--- config.mk ---
export PLATFORM = sky130hd
export DESIGN_NAME = hazard_ctrl_flat
export DESIGN_NICKNAME = d
export VERILOG_FILES = /design/src/rtl/hazard_if.sv /design/src/rtl/hazard_ctrl.sv /design/src/flat_wrapper.sv
export SDC_FILE = /design/constraint.sdc
export NUM_CORES = 1
export LEC_CHECK = 0
export CAP_MARGIN = 5
export CORE_MARGIN = 3
export CORE_UTILIZATION = 33
export DETAILED_ROUTE_END_ITERATION = 6
export PLACE_DENSITY = 0.74
export SLEW_MARGIN = 5
export SYNTH_ARGS = -nofsm -noshare
export SYNTH_HDL_FRONTEND = slang
export SYNTH_SLANG_ARGS = --single-unit
--- constraint.sdc ---
create_clock -name clk -period 2.04 [get_ports clk]
set_input_delay 0.408 -clock clk [delete_from_list [all_inputs] [get_ports clk]]
set_output_delay 0.408 -clock clk [all_outputs]
set_load 0.02 [all_outputs]
--- src/rtl/hazard_if.sv ---
// Hazard-controller bundle: decode/EX/MEM/WB hazard inputs and pipeline control outputs.
interface hazard_if;
  logic [4:0] id_rs1;
  logic [4:0] id_rs2;
  logic       id_uses_rs1;
  logic       id_uses_rs2;
  logic       id_pause;
  logic       id_halt;
  logic [4:0] ex_rs1;
  logic [4:0] ex_rs2;
  logic [4:0] ex_rd;
  logic       ex_memtoreg;
  logic       ex_writesreg;
  logic       ex_redirect;
  logic [4:0] mem_rd;
  logic       mem_writesreg;
  logic [4:0] wb_rd;
  logic       wb_writesreg;
  logic       resume;
  logic       stall_f;
  logic       stall_d;
  logic       flush_d;
  logic       flush_e;
  logic [1:0] fwd_a;
  logic [1:0] fwd_b;
  logic       halted;

  // Pipeline side: supplies register-use info, consumes controls
  modport master (
    output id_rs1, id_rs2, id_uses_rs1, id_uses_rs2, id_pause, id_halt,
    output ex_rs1, ex_rs2, ex_rd, ex_memtoreg, ex_writesreg, ex_redirect,
    output mem_rd, mem_writesreg, wb_rd, wb_writesreg, resume,
    input  stall_f, stall_d, flush_d, flush_e, fwd_a, fwd_b, halted
  );

  // Controller side
  modport slave (
    input  id_rs1, id_rs2, id_uses_rs1, id_uses_rs2, id_pause, id_halt,
    input  ex_rs1, ex_rs2, ex_rd, ex_memtoreg, ex_writesreg, ex_redirect,
    input  mem_rd, mem_writesreg, wb_rd, wb_writesreg, resume,
    output stall_f, stall_d, flush_d, flush_e, fwd_a, fwd_b, halted
  );
endinterface

--- src/rtl/hazard_ctrl.sv ---
// Pipeline hazard controller: load-use stall, redirect flush, operand forwarding,
// and the drain/halt sequence for ECALL/EBREAK/FENCE. Controls are combinational
// from inputs and registered state so they act in the same cycle as the hazard.
module hazard_ctrl #(
  parameter int unsigned DRAIN_CYCLES = 3
) (
  input logic     clk,
  input logic     rst_n,
  hazard_if.slave bus
);

  localparam int unsigned CNT_W = $clog2(DRAIN_CYCLES + 1);

  typedef enum logic [1:0] {
    ST_RUN   = 2'd0,
    ST_DRAIN = 2'd1,
    ST_HALT  = 2'd2
  } state_e;

  state_e           state_q, state_d;
  logic [CNT_W-1:0] cnt_q, cnt_d;
  logic             halt_pend_q, halt_pend_d;
  logic             skip_q, skip_d;

  logic             lu_c;
  logic             pz_c;
  logic             hold_c;
  logic             flush_d_c;
  logic             flush_e_c;
  logic             halted_c;

  // Forwarding source for one EX operand; MEM is younger so it wins, x0 never forwards
  function automatic logic [1:0] fwd_sel(input logic [4:0] rs,
                                         input logic [4:0] mem_rd, input logic mem_wr,
                                         input logic [4:0] wb_rd,  input logic wb_wr);
    logic [1:0] sel;
    sel = 2'b00;
    if (mem_wr && (mem_rd != 5'd0) && (mem_rd == rs))
      sel = 2'b10;
    else if (wb_wr && (wb_rd != 5'd0) && (wb_rd == rs))
      sel = 2'b01;
    return sel;
  endfunction

  // Hazard terms seen by the RUN state
  always_comb begin
    lu_c = bus.ex_memtoreg && bus.ex_writesreg && (bus.ex_rd != 5'd0) &&
           ((bus.id_uses_rs1 && (bus.id_rs1 == bus.ex_rd)) ||
            (bus.id_uses_rs2 && (bus.id_rs2 == bus.ex_rd)));
    pz_c = bus.id_pause && !skip_q;
  end

  // Next-state and control decode
  always_comb begin
    state_d     = state_q;
    cnt_d       = cnt_q;
    halt_pend_d = halt_pend_q;
    skip_d      = skip_q;
    hold_c      = 1'b0;
    flush_d_c   = 1'b0;
    flush_e_c   = 1'b0;
    halted_c    = 1'b0;

    unique case (state_q)
      ST_RUN: begin
        if (bus.ex_redirect) begin
          // Redirect squashes the wrong-path ID instruction, so lu/pz are moot
          flush_d_c = 1'b1;
          flush_e_c = 1'b1;
        end else if (lu_c) begin
          hold_c    = 1'b1;
          flush_e_c = 1'b1;
        end else if (pz_c) begin
          hold_c      = 1'b1;
          flush_e_c   = 1'b1;
          state_d     = ST_DRAIN;
          cnt_d       = CNT_W'(DRAIN_CYCLES - 1);
          halt_pend_d = bus.id_halt;
        end
        // Pausing instruction has left ID once stall_d drops
        if (!hold_c) skip_d = 1'b0;
      end

      ST_DRAIN: begin
        hold_c    = 1'b1;
        flush_e_c = 1'b1;
        if (cnt_q == '0) begin
          if (halt_pend_q) begin
            state_d = ST_HALT;
          end else begin
            state_d = ST_RUN;
            skip_d  = 1'b1;
          end
        end else begin
          cnt_d = cnt_q - CNT_W'(1);
        end
      end

      ST_HALT: begin
        hold_c    = 1'b1;
        flush_e_c = 1'b1;
        halted_c  = 1'b1;
        if (bus.resume) begin
          state_d = ST_RUN;
          skip_d  = 1'b1;
        end
      end

      default: begin
        state_d = ST_RUN;
      end
    endcase
  end

  // State register
  always_ff @(posedge clk or negedge rst_n) begin
    if (!rst_n) begin
      state_q     <= ST_RUN;
      cnt_q       <= '0;
      halt_pend_q <= 1'b0;
      skip_q      <= 1'b0;
    end else begin
      state_q     <= state_d;
      cnt_q       <= cnt_d;
      halt_pend_q <= halt_pend_d;
      skip_q      <= skip_d;
    end
  end

  assign bus.stall_f = hold_c;
  assign bus.stall_d = hold_c;
  assign bus.flush_d = flush_d_c;
  assign bus.flush_e = flush_e_c;
  assign bus.halted  = halted_c;
  assign bus.fwd_a   = fwd_sel(bus.ex_rs1, bus.mem_rd, bus.mem_writesreg,
                               bus.wb_rd, bus.wb_writesreg);
  assign bus.fwd_b   = fwd_sel(bus.ex_rs2, bus.mem_rd, bus.mem_writesreg,
                               bus.wb_rd, bus.wb_writesreg);

endmodule

--- src/flat_wrapper.sv ---
// flat-port wrapper written by rule: the top's interface ports become plain ports
module hazard_ctrl_flat 
#(
  parameter int unsigned DRAIN_CYCLES = 3
)
  (clk, rst_n, bus_id_rs1, bus_id_rs2, bus_id_uses_rs1, bus_id_uses_rs2, bus_id_pause, bus_id_halt, bus_ex_rs1, bus_ex_rs2, bus_ex_rd, bus_ex_memtoreg, bus_ex_writesreg, bus_ex_redirect, bus_mem_rd, bus_mem_writesreg, bus_wb_rd, bus_wb_writesreg, bus_resume, bus_stall_f, bus_stall_d, bus_flush_d, bus_flush_e, bus_fwd_a, bus_fwd_b, bus_halted);
  hazard_if bus_i ();
  input logic clk;
  input logic rst_n;
  input wire logic [$bits(bus_i.id_rs1)-1:0] bus_id_rs1;
  input wire logic [$bits(bus_i.id_rs2)-1:0] bus_id_rs2;
  input wire logic [$bits(bus_i.id_uses_rs1)-1:0] bus_id_uses_rs1;
  input wire logic [$bits(bus_i.id_uses_rs2)-1:0] bus_id_uses_rs2;
  input wire logic [$bits(bus_i.id_pause)-1:0] bus_id_pause;
  input wire logic [$bits(bus_i.id_halt)-1:0] bus_id_halt;
  input wire logic [$bits(bus_i.ex_rs1)-1:0] bus_ex_rs1;
  input wire logic [$bits(bus_i.ex_rs2)-1:0] bus_ex_rs2;
  input wire logic [$bits(bus_i.ex_rd)-1:0] bus_ex_rd;
  input wire logic [$bits(bus_i.ex_memtoreg)-1:0] bus_ex_memtoreg;
  input wire logic [$bits(bus_i.ex_writesreg)-1:0] bus_ex_writesreg;
  input wire logic [$bits(bus_i.ex_redirect)-1:0] bus_ex_redirect;
  input wire logic [$bits(bus_i.mem_rd)-1:0] bus_mem_rd;
  input wire logic [$bits(bus_i.mem_writesreg)-1:0] bus_mem_writesreg;
  input wire logic [$bits(bus_i.wb_rd)-1:0] bus_wb_rd;
  input wire logic [$bits(bus_i.wb_writesreg)-1:0] bus_wb_writesreg;
  input wire logic [$bits(bus_i.resume)-1:0] bus_resume;
  output wire logic [$bits(bus_i.stall_f)-1:0] bus_stall_f;
  output wire logic [$bits(bus_i.stall_d)-1:0] bus_stall_d;
  output wire logic [$bits(bus_i.flush_d)-1:0] bus_flush_d;
  output wire logic [$bits(bus_i.flush_e)-1:0] bus_flush_e;
  output wire logic [$bits(bus_i.fwd_a)-1:0] bus_fwd_a;
  output wire logic [$bits(bus_i.fwd_b)-1:0] bus_fwd_b;
  output wire logic [$bits(bus_i.halted)-1:0] bus_halted;
  assign bus_i.id_rs1 = bus_id_rs1;
  assign bus_i.id_rs2 = bus_id_rs2;
  assign bus_i.id_uses_rs1 = bus_id_uses_rs1;
  assign bus_i.id_uses_rs2 = bus_id_uses_rs2;
  assign bus_i.id_pause = bus_id_pause;
  assign bus_i.id_halt = bus_id_halt;
  assign bus_i.ex_rs1 = bus_ex_rs1;
  assign bus_i.ex_rs2 = bus_ex_rs2;
  assign bus_i.ex_rd = bus_ex_rd;
  assign bus_i.ex_memtoreg = bus_ex_memtoreg;
  assign bus_i.ex_writesreg = bus_ex_writesreg;
  assign bus_i.ex_redirect = bus_ex_redirect;
  assign bus_i.mem_rd = bus_mem_rd;
  assign bus_i.mem_writesreg = bus_mem_writesreg;
  assign bus_i.wb_rd = bus_wb_rd;
  assign bus_i.wb_writesreg = bus_wb_writesreg;
  assign bus_i.resume = bus_resume;
  assign bus_stall_f = bus_i.stall_f;
  assign bus_stall_d = bus_i.stall_d;
  assign bus_flush_d = bus_i.flush_d;
  assign bus_flush_e = bus_i.flush_e;
  assign bus_fwd_a = bus_i.fwd_a;
  assign bus_fwd_b = bus_i.fwd_b;
  assign bus_halted = bus_i.halted;
  hazard_ctrl #(.DRAIN_CYCLES(DRAIN_CYCLES)) u_core (.clk(clk), .rst_n(rst_n), .bus(bus_i));
endmodule
Yosys cells after proc, flatten, opt, wreduce, memory -nomap -nowiden:

Cells that the tools add are included.

* bitwise logic cells: 2
* $add $sub $neg: 1
* multiplexer cells: 31
* equal/unequal tests: 16
* reduce and logical (&&, ||, !) cells: 26

Operators by type and width (count)
* equality test 5 bit: 6
* two-way mux 2 bit: 12
* AND reduction 5 bit: 3
* nonzero test 5 bit: 3
* two-way mux 1 bit: 14
* logical AND 1 bit: 12
* != test 2 bit, second input constant: 6
* case mux 2 bit (3 select lines): 1
* logical NOT 2 bit: 2
* != test 2 x 1 -> 1 bit, second input constant: 2
* case mux 1 bit (2 select lines): 2
* case mux 2 bit (2 select lines): 1
* AND reduction 4 bit: 1
* case mux 1 bit (3 select lines): 1
* nonzero test 3 bit: 1
* equality test 2 x 1 -> 1 bit, second input constant: 1
* equality test 2 bit, second input constant: 1
* NOT 1 bit: 2
* nonzero test 2 bit: 1
* OR reduction 2 bit: 1
* subtractor 2 x 1 -> 2 bit, second input constant: 1
* logical NOT 1 bit: 1
* logical OR 1 bit: 1

* flip-flop bits (word level): 6
* output and inout bits: 9
* word-level logic and storage cells: 80
* input port bits: 47

Longest topological paths before layout:

* depth in word-level cells: 9
* gate-level depth with buffers: 8
* gate-level depth less buffers: 8

Worst setup path after synthesis:

OpenSTA, ideal clock, no wires.

* path kind: in2out
* from: input bus_mem_rd[0]
* to: output bus_fwd_b[0]
* arrival time: 2025 ps
* path slack: -393 ps
* stages: 4
* data required time: 1632 ps
* buffers on the path: 0
* path through: or4_1 o21ai_0 nor4_1 nor4_1

* word-level cells in the longest chain between the ends: 4
* elaborated cells on any way between the ends: 5
* those cells by class: eq/ne: 1; mux: 1; reduce/logical: 3

Ends and longest elaborated chain
* start, declared: line flat_wrapper.sv:22 `input wire logic [$bits(bus_i.mem_rd)-1:0] bus_mem_rd;`
* nonzero test 5 bit: line hazard_ctrl.sv:38 `if (mem_wr && (mem_rd != 5'd0) && (mem_rd == rs))`
* logical AND 1 bit: line hazard_ctrl.sv:38
* logical AND 1 bit (*): line hazard_ctrl.sv:38
* two-way mux 2 bit (*): line hazard_ctrl.sv:38
* end, declared: line flat_wrapper.sv:32 `output wire logic [$bits(bus_i.fwd_b)-1:0] bus_fwd_b;`

Mark *: on every way between the ends. The rest lies on a longest branch, timed or not.

Final worst setup path:

* from: input bus_ex_rd[1]
* to: output bus_flush_e

* word-level cells in the longest chain between the ends: 7
* elaborated cells on any way between the ends: 11
* those cells by class: eq/ne: 2; mux: 3; reduce/logical: 6

Ends and longest elaborated chain
* start, declared: line flat_wrapper.sv:18 `input wire logic [$bits(bus_i.ex_rd)-1:0] bus_ex_rd;`
* equality test 5 bit, on equally long branches: line hazard_ctrl.sv:48, hazard_ctrl.sv:49
* logical AND 1 bit, on equally long branches: line hazard_ctrl.sv:48, hazard_ctrl.sv:49
* logical OR 1 bit: line hazard_ctrl.sv:48 `((bus.id_uses_rs1 && (bus.id_rs1 == bus.ex_rd)) ||`
* logical AND 1 bit (*): line hazard_ctrl.sv:47 `lu_c = bus.ex_memtoreg && bus.ex_writesreg && (bus.ex_rd != 5'd0) &&`
* two-way mux 1 bit (*): line hazard_ctrl.sv:70 `end else if (lu_c) begin`
* two-way mux 1 bit (*): line hazard_ctrl.sv:66 `if (bus.ex_redirect) begin`
* case mux 1 bit (2 select lines) (*): line hazard_ctrl.sv:64 `unique case (state_q)`
* end, declared: line flat_wrapper.sv:30 `output wire logic [$bits(bus_i.flush_e)-1:0] bus_flush_e;`

Marked as above.

==> results.md <==
- CTS tree: built
- IO Count: between 50 and 60
- Final TNS setup: -0.679 ns
- Worst-Skew Late Latency: 0.26 ns
- Die width: between 50 and 60 um
- Post-Route Utilization: about 80%
- Die area: around 3300 um^2
- CTS root buffer: clkbuf_4
- H-tree Lvls: 1
- Grt ovf: 0
- Clock power share: a little under a tenth
- Final HPWL DP: ~2600 um
- Clock-pin slew on the worst setup and hold paths: 0.04 ns
- DRT antenna net count: 0
- First-pass GRT wire length: around 5300 um
- Worst Tran Pin Value: 0.321 ns
- Layout cell share with drive strength beyond 1: between 40% and 50%
- CTS buffer count: 3
- Post-placement cell area: between 1500 and 2000 um^2
- Crit end category: primary output
- Post-synthesis average cell area: ~8.3 um^2
- Fin nets: 252
- Most common cell after layout, fill and taps aside: buf_4
- Register area: 150 um^2
- Total chip power: 1.27 mW
- Vias in the first global route: around 1200
- Pleak: just under 0.9 nW
- Reg2reg end: u_core.skip_q$_DFFE_PN0P_
- Post-DR wirelength/cell: approximately 14 um
- Final setup violation count: 6
- FF-to-FF setup slack: between 0.15 and 0.2 ns
- Most frequent cells in the layout: buf_4, dlygate4sd2_1, xnor2_1
- Worst VDD drop: around 0.00066 V
- Post-Syn Area: between 800 and 900 um^2
- Area Growth Syn to Fin: 115%
- Clock Sinks: 6
- Syn_nets: roughly 160
- CP required: 1.63 ns
- Via density per instance: between 5 and 6
- Startpoint Class: input port
- Post-layout minimum cycle time: ~2.2 ns
- Initial DRT Pass Iterations: 4
- Die H: around 57 um
- Sw Pwr: approximately 530 uW
- Setup WS post-layout: -0.175 ns
- Number of fillers in the final layout: 150
- Initial antenna violation count: 0
- Run status: finished with violations
- Max Slew Vio Count: 0
- Multi-input logic area: about 840 um^2
- WL final: 3150 um
- Power Internal: around 740 uW
- Register area share after synthesis: approximately 17%
- CP max FO: 3
- Post-Syn Instances: about 100
- Pre-CTS setup slack: -1.01 ns
- Total number of vias: roughly 1100
- Initial core utilization: 37.1%
- Combinational Power Share: about three quarters
- GRT Util Overall: 20.6%
- Min-delay worst type: in -> async
- Setup CP Type: in -> out
- Switch share: a little over two fifths
- Core Area: roughly 2300 um^2
- Fin area: between 1500 and 2000 um^2
- Cell variety after synth: 34
- 1st-iter DRT viols: 17
- DRC viols: 0
- Number of flops mapped to enable cells by yosys: 0
- N_diodes: 0
- Reg2Reg Depth: 8
- Critical Path End: bus_flush_e
- Max-cap viol count: 0
- R2R Path Start: u_core.state_q[0]$_DFFE_PN0P_
- Max clock buf depth: 2
- Slew headroom: 78.5%
- Cell Rows: 17
- Final hold vios: 0
- Period utilization: 109%
- Critical Path AT: 1.81 ns
- Synth async-reset ratio: 100%
- Worst Clk Skew: 0.00123 ns
- Reg power frac: ~16%
- Gp weighted congestion: 0.865
- Pin count of the biggest net entering global routing: 8
- Synth Flop Type: dfrtp_1
- Crit path from: bus_ex_rd[1]
- Violated checks: negative setup slack
- Fmax: around 450 MHz
- Port Buffer Count: 55
- PwrDens: around 680 nW/um^2
- FF+latch count, synth: 6
- YS warnings: 0
- RSZ-0062 raised after global routing: true
-- flip-flops by register name, indices dropped and copies added, names as in the netlist --
signal / flops
u_core.skip_q: 1
u_core.state_q: 2
u_core.halt_pend_q: 1
u_core.cnt_q: 2
-- cells in the mapped netlist, types with 2 or more instances --
master	instances	area (um^2)
xnor2_1	18	158
xor2_1	12	105
inv_1	7	26.3
dfrtp_1	6	150
ha_1	5	62.6
a21oi_1	4	20.0
nand2_1	4	15.0
nand3_1	3	15.0
nor2_1	3	11.3
nor2b_1	3	18.8
nor3_1	3	15.0
nor4_1	3	18.8
o21a_1	3	22.5
o21ai_0	3	15.0
or4_1	3	22.5
a31oi_1	2	12.5
and2_1	2	12.5
nand4_1	2	12.5
o22ai_1	2	12.5
o31ai_1	2	15.0
-- cells by family (layout without fill, tap and decap cells) --
group	count (synthesis)	after routing	share of synthesized area, %
AO/OA/AOI/OAI	21	21	16.6
XOR/XNOR	30	30	30.3
multiplexers	2	2	2.45
AND/OR/NAND/NOR	31	31	20.9
adder cells (fa/ha/maj)	5	5	7.22
buffers and inverters	9	103	5.20
flip-flops	6	6	17.3
-- how the worst min path moves through the flow --
stage | depth (start not counted) | start | end
2_1_floorplan | 0 | rst_n | u_core.cnt_q[0]$_DFFE_PN0P_
3_3_place_gp | 1 | u_core.halt_pend_q$_DFFE_PN0P_ | u_core.halt_pend_q$_DFFE_PN0P_
3_5_place_dp | 1 | u_core.halt_pend_q$_DFFE_PN0P_ | u_core.halt_pend_q$_DFFE_PN0P_
4_1_cts | 1 | rst_n | u_core.skip_q$_DFFE_PN0P_
5_1_grt | 1 | rst_n | u_core.halt_pend_q$_DFFE_PN0P_
6_report | 1 | rst_n | u_core.skip_q$_DFFE_PN0P_
-- routing by layer --
layer	vias to the layer above	track usage (%)	wire (um)
met2	46	38.5	1680
met3	7	5.66	200
met4	0	5.30	63
li1	558	-	-
met5	-	0	0
met1	523	22.7	1200
-- power by group through the flow --
stage | Sequential, mW | Clock [mW] | Combinational [mW]
2_1_floorplan | 0.195 | 0 | 0.526
3_3_place_gp | 0.196 | 0 | 0.892
3_5_place_dp | 0.199 | 0 | 0.922
4_1_cts | 0.199 | 0.117 | 0.932
5_1_grt | 0.204 | 0.124 | 1.03
6_report | 0.200 | 0.115 | 0.950
-- metrics by stage --
stage               instances  hold WS (ns)
floorplan                 104         0.112
global placement          222         0.506
detailed placement        222         0.514
CTS                       225         0.404
global route              226         0.402
finish                    226         0.401
-- worst max-delay path, stage by stage --
cell and delay (ns):
buf_6 0.09, or3_1 0.38, o311a_1 0.33, and2_4 0.19, o31ai_4 0.17, a21oi_2 0.07
buf_4 0.16
-- final cells by class --
cell class	count	share of cell area, %
Multi-Input combinational cell	89	45.1
Timing Repair Buffer	93	42.4
Sequential cell	6	8.04
Tap cell	28	1.88
Inverter	7	1.41
Clock buffer	3	1.21
-- timing repair --
item | in CTS | in global routing
hold buffers | 0 | 0
gates resized for setup | 117 | 34
gates cloned | 0 | 0
buffers inserted | 1 | 1
pin swaps | 35 | 18
endpoints found under the setup margin | 14 | 9
(Power assumes the default switching activity.)
